--- src/rtl/remap_pkg.sv ---
// Shared constants for the antilog remap datapath: segment/top-field widths and
// the per-segment correction subtrahends applied to the Mitchell fraction.
package remap_pkg;
  localparam int SEG_W = 2;
  localparam int TOP_W = 10;

  // Index 0 is the lowest segment; C_CORR[seg] is subtracted from the top field.
  localparam logic [3:0][TOP_W-1:0] C_CORR = {10'd42, 10'd85, 10'd80, 10'd35};
endpackage

--- src/rtl/m_antilog_correct.sv ---
// Piecewise fraction correction for the Mitchell antilog; enabled by the macro
// REMAP_ANTILOG_CORRECTION_EN, otherwise the fraction passes through unchanged.
module m_antilog_correct
  import remap_pkg::*;
#(
  parameter int wl_f = 31
) (
  input  logic [wl_f-1:0] IN_F,
  output logic [wl_f-1:0] OUT_F
);
`ifdef REMAP_ANTILOG_CORRECTION_EN
  logic [SEG_W-1:0] seg;
  logic [TOP_W-1:0] t, c, t_c;

  assign seg = IN_F[wl_f-1 -: SEG_W];
  assign t   = IN_F[wl_f-1 -: TOP_W];
  assign c   = C_CORR[seg];
  // Only segment 0 can underflow (t < 35); clamp keeps the mantissa in [1,2).
  assign t_c = (t >= c) ? (t - c) : '0;

  assign OUT_F = {t_c, IN_F[wl_f-TOP_W-1:0]};
`else
  assign OUT_F = IN_F;
`endif
endmodule

--- src/rtl/m_antilog_pipe.sv ---
// Three-stage Mitchell antilog: S1 input reg, S2 correction + mantissa, S3 shift.
// Optional fraction correction is built when REMAP_ANTILOG_CORRECTION_EN is defined.
module m_antilog_pipe #(
  parameter int wl_f   = 31,
  parameter int wl_k   = 5,
  parameter int wl_out = 32
) (
  input  logic              CLK,
  input  logic              RST_N,
  input  logic              IN_VALID,
  output logic              IN_READY,
  input  logic              IN_ZERO,
  input  logic [wl_k-1:0]   IN_K,
  input  logic [wl_f-1:0]   IN_F,
  output logic              OUT_VALID,
  input  logic              OUT_READY,
  output logic [wl_out-1:0] OUT_DATA
);
  localparam int MW = wl_f + 1 + (1 << wl_k);

  logic v1_q, v2_q, v3_q;
  logic adv1, adv2, adv3, acc;

  logic              z1_q, z2_q;
  logic [wl_k-1:0]   k1_q, k2_q;
  logic [wl_f-1:0]   f1_q, fc;
  logic [wl_f:0]     m2_q;
  logic [MW-1:0]     m_ext;
  logic [wl_out-1:0] out_d, out_q;

  // A stage advances when it holds data and the next stage is empty or advancing,
  // so bubbles compact even while the output is stalled.
  assign adv3     = v3_q & OUT_READY;
  assign adv2     = v2_q & (~v3_q | adv3);
  assign adv1     = v1_q & (~v2_q | adv2);
  assign IN_READY = ~v1_q | adv1;
  assign acc      = IN_VALID & IN_READY;

  always_ff @(posedge CLK or negedge RST_N) begin
    if (!RST_N) begin
      v1_q <= 1'b0;
      v2_q <= 1'b0;
      v3_q <= 1'b0;
    end else begin
      v1_q <= acc  | (v1_q & ~adv1);
      v2_q <= adv1 | (v2_q & ~adv2);
      v3_q <= adv2 | (v3_q & ~adv3);
    end
  end

  always_ff @(posedge CLK) begin
    if (acc) begin
      z1_q <= IN_ZERO;
      k1_q <= IN_K;
      f1_q <= IN_F;
    end
  end

  m_antilog_correct #(.wl_f(wl_f)) u_corr (
    .IN_F (f1_q),
    .OUT_F(fc)
  );

  always_ff @(posedge CLK) begin
    if (adv1) begin
      z2_q <= z1_q;
      k2_q <= k1_q;
      m2_q <= {1'b1, fc};
    end
  end

  assign m_ext = {{(MW-wl_f-1){1'b0}}, m2_q};

  always_comb begin
    out_d = wl_out'((m_ext << k2_q) >> wl_f);
    if (z2_q) out_d = '0;
  end

  always_ff @(posedge CLK or negedge RST_N) begin
    if (!RST_N)    out_q <= '0;
    else if (adv2) out_q <= out_d;
  end

  assign OUT_VALID = v3_q;
  assign OUT_DATA  = out_q;
endmodule

--- config.mk ---
export PLATFORM = sky130hd
export DESIGN_NAME = m_antilog_pipe
export DESIGN_NICKNAME = d
export VERILOG_FILES = /design/src/rtl/remap_pkg.sv /design/src/rtl/m_antilog_correct.sv /design/src/rtl/m_antilog_pipe.sv
export SDC_FILE = /design/constraint.sdc
export NUM_CORES = 1
export LEC_CHECK = 0
export ABC_AREA = 0
export BUFFER_PORTS_ARGS = -buffer_cell sky130_fd_sc_hd__buf_2
export CORE_AREA = 3 3 85 127
export DETAILED_ROUTE_END_ITERATION = 7
export DIE_AREA = 0 0 88 130
export PLACE_DENSITY_LB_ADDON = 0.3
export SYNTH_ARGS = -nofsm -noshare
export SYNTH_HDL_FRONTEND = slang
export SYNTH_SLANG_ARGS = --single-unit
--- constraint.sdc ---
create_clock -name CLK -period 4.95 [get_ports CLK]
set_input_delay 0.99 -clock CLK [delete_from_list [all_inputs] [get_ports CLK]]
set_output_delay 0.99 -clock CLK [all_outputs]
set_load 0.02 [all_outputs]
# After elaboration in Yosys (flattened, before gate mapping)
# Cells that the tools add are included.
[word_totals] register_bits=109 in_bits=41 elab_cells=31 out_inout_bits=34
[classes] n_bitwise=19 muxes=1 n_shift=1
[ops] cell="<< shifter 32 x 5 -> 63 bit" n=1
[ops] cell="2-to-1 mux 32 bit" n=1
[ops] cell="bitwise AND 1 bit" n=7
[ops] cell="inverter 1 bit" n=6
[ops] cell="OR 1 bit" n=6

# Longest topological paths before layout
# Gate-level depths: netlist (run 1).
[depth] depth_word=8 mapped_depth=8 mapped_depth_nobuf=4

# Cells and area by module
# Synthesis (run 1) repeated with hierarchy kept, for this count alone.
[hier_totals] hier_cells=416 hier_area_um2=5481.5
[by_module_without_submodules] mod="m_antilog_pipe" cells_per_inst=385 n_inst=1 seq_area_each_um2=3098.0 area_each_um2=5248.8
[by_module_without_submodules] mod="m_antilog_correct" cells_per_inst=31 n_inst=1 seq_area_each_um2=0.0 area_each_um2=232.7

# Worst setup path before layout (run 1)
# No wires, ideal clock.
[synth_path] path_type="input to register" start="input OUT_READY" end="register k2_q[0], enable pin" path_stages=2 setup_slack_ps=649 setup_ps=488 arrival_time_ps=3813 required_time_ps=4462 n_path_buf=0 path_cell_list="nor2b_1 -> a21boi_0"
[synth_between] elab_chain_cells=5
[synth_rtl] element="start: declaration" line_no="m_antilog_pipe.sv:16" source="input logic OUT_READY,"
[synth_rtl] element="bitwise AND 1 bit" line_no="m_antilog_pipe.sv:33" source="assign adv3 = v3_q & OUT_READY;"
[synth_rtl] element="OR 1 bit" line_no="m_antilog_pipe.sv:34" source="assign adv2 = v2_q & (~v3_q | adv3);"
[synth_rtl] element="bitwise AND 1 bit" line_no="m_antilog_pipe.sv:34"
[synth_rtl] element="OR 1 bit" line_no="m_antilog_pipe.sv:35" source="assign adv1 = v1_q & (~v2_q | adv2);"
[synth_rtl] element="bitwise AND 1 bit" line_no="m_antilog_pipe.sv:35"
[synth_rtl] element="net adv1" line_no="m_antilog_pipe.sv:22" source="logic adv1, adv2, adv3, acc;"
[synth_rtl] element="end signal: assignment" line_no="m_antilog_pipe.sv:67" source="k2_q <= k1_q;"
[synth_rtl] element="end: declaration" line_no="m_antilog_pipe.sv:25" source="logic [wl_k-1:0] k1_q, k2_q;"
# The timed path passes the listed nets, and every way through them passes these cells.
# A chain may end at the register's enable or synchronous reset.

# Worst setup path in the final report (run 1)
[layout_path] start="input OUT_READY" end="output IN_READY"
[layout_between] elab_chain_cells=6
[layout_rtl] element="bitwise AND 1 bit" line_no="m_antilog_pipe.sv:33"
[layout_rtl] element="OR 1 bit" line_no="m_antilog_pipe.sv:34"
[layout_rtl] element="bitwise AND 1 bit" line_no="m_antilog_pipe.sv:34"
[layout_rtl] element="OR 1 bit" line_no="m_antilog_pipe.sv:35"
[layout_rtl] element="bitwise AND 1 bit" line_no="m_antilog_pipe.sv:35"
[layout_rtl] element="OR 1 bit" line_no="m_antilog_pipe.sv:36" source="assign IN_READY = ~v1_q | adv1;"
[layout_rtl] element="end: declaration" line_no="m_antilog_pipe.sv:11" source="output logic IN_READY,"
# Every way passes these cells.

==> results.toml, run 1 <==
[logic_synthesis]
yosys_warnings = 0
yosysUniqueCellTypes = 59
ys_async_sr_fraction = 0.3211
synth-simple-area-share = 0.07390
synth_xor_area_frac = 0
synth_cells = 376
syn_nets = 417
synthMuxAreaShare = 0.2266
seq_area_frac_synth = 0.5528
synth_ff_type = "edfxtp_1"
synth_compound_area_frac = 0.09623
synth_adder_area_share = 0
synth_top_family_by_area = "multiplexers"
syn_area_um2 = 5604
synth_edf_count = 74
syn_area_per_cell_um2 = 14.90
ys_ff_latch = 109

[clock_tree]
cts_setup_buffers = 0
cts_tree = "yes"
numCtsBuffers = 9
root_buffer = "clkbuf_16"
clockBufferDepth = 2
holdBufCountCts = 0
clk_pin_slew_ps = 70
cts.sinks = 109
cts-htree-levels = 3
clk_latency_ps = 340
ctsResizeCount = 0

[worst_setup_path]
crit_path_end_kind = "primary output"
cp.arrival_ps = 1880
cp.buffers_inverters = 2
cp_max_fo = 6
worstPathRequired_ps = 3960
setup.worst_path.start = "OUT_READY"
cp_top_family = "simple AND/OR/NAND/NOR gates"
worstSetupPathType = "in2out"
worstSetupStartpointType = "primary input"
cp_slowest_stage_delay_ps = 400
crit_cells = 4
reg2reg_from = "k2_q[2]"
slowest_stage = "nor2b_1"
crit_chain = "buf_2 -> nor2b_1 -> nand3_1 -> buf_2"
path_common_cell = "buf_2"
ff2ff_path_depth = 4

[detailed_routing]
drt-met1-wl_um = 4322
vias = 3548
drc_errors = 0
antenna_left = 0
drt-initial-drc-count = 187
top_layer_used = "met4"
wl_per_cell_um = 20.19
routed-wl-met3_um = 705
vias_per_cell = 6.313
dr.pass1.iters = 4
routed_wl_um = 11350
met2WireLength_um = 5840

[worst_hold_path]
hold_depth = 0
hold_path_class = "reg2reg"
min_from = "f1_q[30]"

[run_status]
status = "completed"

[flow_run]
cap_violations = 0

[sta]
fin_crit_ps = 2865
drv_slew = 0
tns_ps = 0
setup_viol = 0
skew_ps = 9.829
max_freq_ghz = 0.3490
worstMarginPinSlew_ps = 1081
hold_viol_final = 0
finalCritPeriodShare = 0.5788
maxSlewHeadroom = 0.2773
rsz0062_at_grt = "no"

[power_and_ir_drop]
p_leak_nw = 2.477
powerDensity_nw_per_um2 = 373.1
p_total_mw = 2.313
peakVddDrop_mv = 0.2719

[layout]
layout.nets = 483
area_growth_pct = 10.60
antenna_cells = 0
drive_gt1_frac = 0.3199

[place]
dp.final_hpwl_um = 8492
port_buffers = 74
place_congestion = 0.9548

[floorplanning]
fp.dieH_um = 130
initial_utilization = 0.5751
core_area_um2 = 9744
rows = 44
io_pins = 75
dieArea_um2 = 11440
die_w_um = 88

[global_route]
grt_antenna_before_repair = 0
track_usage = 0.2150
overflow = 0
grt_pass1_wl_um = 18570
grt_max_degree = 62
grt_pass1_vias = 3587
-- metrics by stage --
stage / util / setup WS [ps] / instances / hold slack [ps] / instance area [um^2]
global route: 0.6361 / 1985 / 562 / 418.8 / 6198
finish: 0.6361 / 2085 / 562 / 415.6 / 6198
CTS: 0.6361 / 2092 / 562 / 415.3 / 6198
detailed placement: 0.6077 / 1973 / 546 / 404.5 / 5922
global placement: 0.6077 / 2033 / 546 / 401.7 / 5922
floorplan: - / 649.3 / 376 / 400.3 / 5604
-- state kept, by name, indices dropped and copies added, names as in the netlist --
register   flops
OUT_DATA      32
OUT_VALID      1
f1_q          31
k1_q           5
k2_q           5
m2_q          31
v1_q           1
v2_q           1
z1_q           1
z2_q           1
-- power by group --
group | total (mW) | switching [mW] | internal (mW)
clock | 0.661 | 0.313 | 0.348
sequential | 1.15 | 0.0698 | 1.08
combinational | 0.501 | 0.279 | 0.222
-- cell usage after synthesis (all sizes together), types with 3 or more instances --
cell,instances,area share
a21oi,3,0.0027
o22ai,4,0.0045
a21o,3,0.0040
mux2,15,0.030
clkbuf,13,0.021
nor2,9,0.0060
dfrtp,35,0.16
nand2b,7,0.0078
nor2b,5,0.0056
nand4,5,0.0056
o221ai,3,0.0047
a221o,3,0.0054
o211ai,9,0.012
a22oi,4,0.0054
a22o,4,0.0063
a2bb2oi,5,0.0078
nand3,4,0.0045
and2,5,0.0058
mux2i,32,0.057
buf,14,0.026
nand2,36,0.024
inv,3,0.0020
mux4,34,0.14
edfxtp,74,0.40
o21ai,15,0.013
-- cell type report --
type                    instances  area, um^2
clock buffers                  11       232.7
clock inverters                 5       43.79
fillers                       732        3546
inverters                       4       15.01
multi-input cells             236        2235
flip-flops and latches        109        3098
well taps                     115       143.9
repair buffers                 82       430.4
-- cells by family after synthesis --
kind of cell | count (synthesis)
flops | 109
simple gates | 83
mux | 81
compound gates | 72
buf+inv | 31
-- worst reg2reg max path, cell delays in order, from the launching register on --
cell	delay [ps]
edfxtp_1	1000
inv_1	540
and4_1	390
a32o_1	280
or3_1	340
-- worst paths after layout --
| check | endpoint | slack (ps) |
|---|---|---|
| setup / recovery | IN_READY | 2080 |
| hold / removal | m2_q[30] | 420 |
| setup reg to reg | OUT_DATA[5] | 2290 |
| hold reg to reg | m2_q[30] | 420 |
| max in group asynchronous | OUT_DATA[13] | 3760 |
| min in group asynchronous | v2_q | 710 |
-- cell usage in the layout (no fill, tap or decap), types with 3 or more instances in the layout --
cell / instances
o211ai_1: 9
nor2b_1: 5
inv_1: 3
a21o_1: 3
dfrtp_1: 35
nand2_1: 36
mux4_2: 30
nor2_1: 9
buf_4: 8
o22ai_1: 4
nand4_1: 5
mux4_1: 4
a21oi_1: 3
clkbuf_16: 9
mux2_2: 12
buf_2: 74
a22o_1: 4
nand3_1: 3
mux2i_1: 32
nand2b_1: 7
mux2_1: 3
a2bb2oi_1: 5
o21ai_0: 14
edfxtp_1: 74
and2_1: 3
a221o_1: 3
o221ai_1: 3
a22oi_1: 4
-- metal layers --
layer	global-route usage	vias up
li1	-	1643
met2	0.3601	164
met1	0.2630	1705
met5	0	-
met4	0.1066	0
met3	0.04422	36
Note: power is estimated with default switching activity, not from simulation.
==> run 2, diff against run 1 <==
Settings changed: ABC_AREA 0 to 1, CORE_AREA 3 3 85 127 to 3 3 82 123, DIE_AREA 0 0 88 130 to 0 0 85 126.
Clock period 4.95 ns to 2.9 ns, I/O delays scaled along.
==> run 2 against run 1 <==
Net effect: via count up 11%; combinational power grew 55%; sequential share of layout area grew 2.9 points; design area decreased by 5.6%; non-clock buffer count decreased by 1; sequential power increased by 66%; core utilization hardly changed; wire length decreased by 0.68%; setup slack got worse by 1100 ps; flip-flop and latch count unchanged.
==> results.toml, run 2 <==
[logic_synthesis]
synth-simple-area-share = 0.3355
synth_adder_area_share = 0
synth_top_area_frac = 0.4281
yosysUniqueCellTypes = 26
synth_edf_count = 74
synth_compound_area_frac = 0.01398
syn_area_um2 = 5191
syn_nets = 557
synth_commonest_cells = "187 x nand3_1, 110 x nand2_1, 74 x edfxtp_1, 35 x dfrtp_1, 23 x nand3_2"
ys_ff_latch = 109
synth_cells = 516
synth_xor_area_frac = 0
syn_area_per_cell_um2 = 10.06
synth_top_family_by_area = "simple AND/OR/NAND/NOR gates"
ys_async_sr_fraction = 0.3211
synth_ff_type = "edfxtp_1"
seq_area_frac_synth = 0.5968
synthMuxAreaShare = 0
synth_area_leaders = "edfxtp_1 43%, nand3_1 18%, dfrtp_1 17%"
yosys_warnings = 0
synth_top_area_cell = "edfxtp_1"
synthMostInstantiatedCell = "nand3_1"

[worst_setup_path]
cp.arrival_ps = 2180
worstPathRequired_ps = 3180
crit_path_end_kind = "flop"
worstSetupStartpointType = "flop"
cp_max_fo = 30
worstSetupPathType = "reg2reg"

[clock_tree]
holdBufCountCts = 0
numCtsBuffers = 9
ctsResizeCount = 0
root_buffer = "clkbuf_16"
cts-htree-levels = 3
cts.sinks = 109
cts_setup_buffers = 0
clk_pin_slew_ps = 80
cts_tree = "yes"
clk_latency_ps = 350
clockBufferDepth = 2

[place]
placed_area_um2 = 5534
dp.final_hpwl_um = 8400
port_buffers = 74
place_congestion = 0.9599
dp.cells = 675

[power_and_ir_drop]
peakVddDrop_mv = 0.4546
p_total_mw = 3.981
power_frac_clock = 0.324
swShare = 0.3026
p_sw_mw = 1.205
powerDensity_nw_per_um2 = 680.0
p_leak_nw = 2.599
p_int_mw = 2.776
seq_power_share = 0.481
combPwrFrac = 0.195

[layout]
final_cell_count_no_fill = 691
multi_input_area_um2 = 1814
area_growth_pct = 12.77
largest_reg_flops = 32
seqCellArea_um2 = 3098
antenna_cells = 0
final_cell_mix = "187 x nand3_1, 110 x nand2_1, 74 x edfxtp_1, 74 x buf_2, 35 x dfrtp_1"
drive_gt1_frac = 0.2453
layout.nets = 615
mostFrequentLayoutCell = "nand3_1"
final_area_um2 = 5854
fill_cells = 758

[detailed_routing]
drc_errors = 0
antenna_left = 0
vias = 3923
routed_wl_um = 11270
dr.pass1.iters = 7
vias_per_cell = 5.677
wl_per_cell_um = 16.31
drt-initial-drc-count = 331

[floorplanning]
die_w_um = 85
io_pins = 75
dieArea_um2 = 10710
rows = 43
core_area_um2 = 9200
initial_utilization = 0.5643
fp.dieH_um = 126

[flow_run]
cap_violations = 0

[global_route]
grt_pass1_wl_um = 18440
overflow = 0
track_usage = 0.2201
grt_pass1_vias = 3682
grt_max_degree = 38
grt_antenna_before_repair = 0

[sta]
maxSlewHeadroom = 0.2982
fin_crit_ps = 1896
setup_viol = 0
max_freq_ghz = 0.5275
fin_hold_ws_ps = 287.1
finalCritPeriodShare = 0.6537
skew_ps = 12.19
worstMarginPinSlew_ps = 1052
hold_viol_final = 0
drv_slew = 0
rsz0062_at_grt = "no"
tns_ps = 0

[run_status]
status = "completed"

[worst_hold_path]
hold_path_class = "in2async"
run 2: area by class of cell:
class | instances | area share
Clock inverter | 7 | 0.01624
Sequential cell | 109 | 0.5292
Multi-Input combinational cell | 358 | 0.3099
Clock buffer | 9 | 0.03847
Tap cell | 112 | 0.02394
Timing Repair Buffer | 81 | 0.07224
Inverter | 15 | 0.01004
run 2: final timing paths:
path | from | endpoint | slack [ps] | cells after the start
max in group asynchronous | RST_N | OUT_DATA[5] | 2120 | 1
hold reg to reg | f1_q[21] | m2_q[21] | 420 | 0
setup reg to reg | k2_q[2] | OUT_DATA[4] | 1000 | 5
setup / recovery | k2_q[2] | OUT_DATA[4] | 1000 | 5
hold / removal | RST_N | OUT_DATA[24] | 290 | 1
min in group CLK | IN_F[28] | f1_q[28] | 400 | 1
run 2: cell families after synthesis:
logic type / count (synthesis)
AND/OR/NAND/NOR: 346
flip-flops: 109
buffers and inverters: 49
AO/OA/AOI/OAI: 12
run 2: power groups by stage:
stage	clock network (mW)	logic, mW	registers (mW)
floorplan	0	0.483	2.02
global placement	0	0.769	1.94
detailed placement	0	0.772	1.95
CTS	1.32	0.775	1.92
global route	1.37	0.858	1.93
finish	1.29	0.775	1.91
run 2: routing by layer:
metal,wire length [um],track usage,vias to the layer above
li1,-,-,1940
met1,4742,0.2846,1847
met2,5857,0.3727,120
met3,432,0.03272,16
met4,239,0.08295,0
met5,0,0,-
run 2: worst max-delay path: stages (launching register included):
cell and delay (ps):
edfxtp_1 400, inv_1 780, nand3_1 280, nand3_1 150, nand3_1 110, nand3_1 90
run 2: through the flow:
step / setup slack, ps / util
2_1_floorplan: 789.5 / -
3_3_place_gp: 1023 / 0.6015
3_5_place_dp: 977.8 / 0.6015
4_1_cts: 1051 / 0.6363
5_1_grt: 873.0 / 0.6363
6_report: 1004 / 0.6363
==> run 3, diff against run 2 <==
Settings changed: ABC_AREA 1 to 0, CORE_AREA 3 3 82 123 to 3 3 89 134, DIE_AREA 0 0 85 126 to 0 0 92 137.
Clock period 2.9 ns to 1.65 ns, I/O delays scaled along.
==> run 3 against run 2 <==
Net effect: the run now ends with negative setup slack left; sequential share of layout area shrank 11 points; critical path depth grew 1; non-clock buffer count grew 105; final cell count grew 1.0%; flip-flop and latch count is the same; core utilization grew 4.1 points; count of clock-buffer cells in the layout grew 1; register-to-register slack lost 1400 ps; design area grew 27%; clock skew grew 3.7 ps; critical path type unchanged; critical endpoint is now OUT_DATA[12]; largest cell class unchanged; largest power group unchanged; highest routed layer unchanged.
==> results.toml, run 3 (synthesis results as in run 1) <==
[floorplanning]
core_area_um2 = 10940
dieArea_um2 = 12600
die_w_um = 92
rows = 47
fp.dieH_um = 137
initial_utilization = 0.5124
io_pins = 75

[power_and_ir_drop]
powerDensity_nw_per_um2 = 1052
swShare = 0.2901
power_frac_clock = 0.283
p_leak_nw = 3.087
peakVddDrop_mv = 0.6989
p_sw_mw = 2.263
combPwrFrac = 0.278
seq_power_share = 0.439
p_int_mw = 5.538

[place]
port_buffers = 74
dp.final_hpwl_um = 10880
place_congestion = 0.9283
dp.cells = 661

[global_route]
grt_pass1_vias = 4048
overflow = 0
grt_max_degree = 38
grt_antenna_before_repair = 0
grt_pass1_wl_um = 21750
track_usage = 0.2300

[sta]
finalCritPeriodShare = 1.223
setup_viol = 29
fin_hold_ws_ps = 148.0
fin_ws_ps = -368.5
rsz0062_at_grt = "yes"
tns_ps = -7207
maxSlewHeadroom = 0.5943
drv_slew = 0
skew_ps = 15.92
hold_viol_final = 0
max_freq_ghz = 0.4954
fin_crit_ps = 2018
worstMarginPinSlew_ps = 608.6

[worst_setup_path]
cp_max_fo = 8
worstSetupPathType = "reg2reg"
worstSetupStartpointType = "flop"
cp.arrival_ps = 2250
setup.worst_path.start = "k2_q[1]"
worstPathRequired_ps = 1880
crit_path_end_kind = "flop"
reg2reg_from = "k2_q[1]"

[layout]
final_cell_count_no_fill = 698
mostFrequentLayoutCell = "buf_4"
area_growth_pct = 32.26
largest_reg_flops = 32
final_cell_mix = "98 x buf_4, 74 x edfxtp_1, 74 x buf_2"
drive_gt1_frac = 0.5281
layout.nets = 587
antenna_cells = 0

[detailed_routing]
drc_errors = 0
vias_per_cell = 5.689
wl_per_cell_um = 20.19
drt-initial-drc-count = 200
antenna_left = 0
vias = 3971
routed_wl_um = 14090
dr.pass1.iters = 4

[clock_tree]
numCtsBuffers = 9
clk_latency_ps = 350
clockBufferDepth = 2
root_buffer = "clkbuf_16"
cts.sinks = 109
clk_pin_slew_ps = 80
cts_tree = "yes"
cts-htree-levels = 3

[worst_hold_path]
min_from = "IN_K[4]"
hold_path_class = "in2reg"

[run_status]
violations = "negative setup slack"
status = "finished with violations"

[flow_run]
cap_violations = 0
## run 3: cell types whose count changed in the layout (fill, tap and decap cells not counted), moves of 7 or more
| cell | before | now |
|---|---|---|
| nand3_1 | 187 | 3 |
| nand2_2 | 10 | 1 |
| mux2i_2 | 0 | 8 |
| mux2i_1 | 0 | 21 |
| nand2b_1 | 0 | 7 |
| o211ai_1 | 0 | 9 |
| buf_4 | 7 | 98 |
| nand2_1 | 110 | 35 |
| nand3_2 | 23 | 1 |
| mux4_2 | 0 | 34 |
| mux2_4 | 0 | 9 |
## run 3: final timing paths
path | to | slack, ps | cells past startpoint
hold reg to reg | m2_q[20] | 410 | 0
min in group asynchronous | v2_q | 510 | 2
setup / recovery | OUT_DATA[12] | -370 | 6
setup reg to reg | OUT_DATA[12] | -370 | 6
hold / removal | k1_q[4] | 150 | 1
max in group asynchronous | OUT_DATA[6] | 560 | 3
## run 3: final cells by class
cell class	count	area [um^2]
Multi-Input combinational cell	236	2455
Sequential cell	109	3099
Inverter	4	16.27
Clock buffer	10	229.0
Clock inverter	6	77.57
Tap cell	147	183.9
Timing Repair Buffer	186	1351
Fill cell	803	3526
## run 3: worst max-delay path: stages, from the launching register on
cell	delay, ps
edfxtp_1	400
buf_6	160
buf_8	140
mux2i_2	390
mux2_2	300
o21ai_0	140
a221o_1	370
## run 3: power groups by stage
stage / logic [mW] / clock network (mW) / registers (mW)
finish: 2.17 / 2.21 / 3.43
global route: 2.30 / 2.36 / 3.46
detailed placement: 1.93 / 0 / 3.48
CTS: 2.02 / 2.25 / 3.43
floorplan: 1.07 / 0 / 3.58
global placement: 1.90 / 0 / 3.47
## run 3: repair_timing
item	CTS	global route
setup buffers	2	16
hold endpoints to repair	6	0
endpoints found under the setup margin	29	33
resized for setup	31	27
gates cloned	0	3
hold buffers	1	0
pin swaps	0	12
## run 3: metrics by stage
step / setup slack [ps] / utilization / area, um^2 / power, mW
2_1_floorplan: -182.5 / - / 5685 / 4.646
5_1_grt: -414.3 / 0.6776 / 7412 / 8.122
4_1_cts: -336.1 / 0.6510 / 7121 / 7.693
6_report: -368.5 / 0.6776 / 7412 / 7.800
3_5_place_dp: -311.3 / 0.6121 / 6695 / 5.413
3_3_place_gp: -288.3 / 0.6121 / 6695 / 5.374
## run 3: metal layers
layer,GRT usage,vias up,part of all wire
li1,-,1848,-
met1,0.2597,1952,0.37
met2,0.4146,130,0.54
met3,0.03245,41,0.043
met4,0.1306,0,0.044
met5,0,-,0
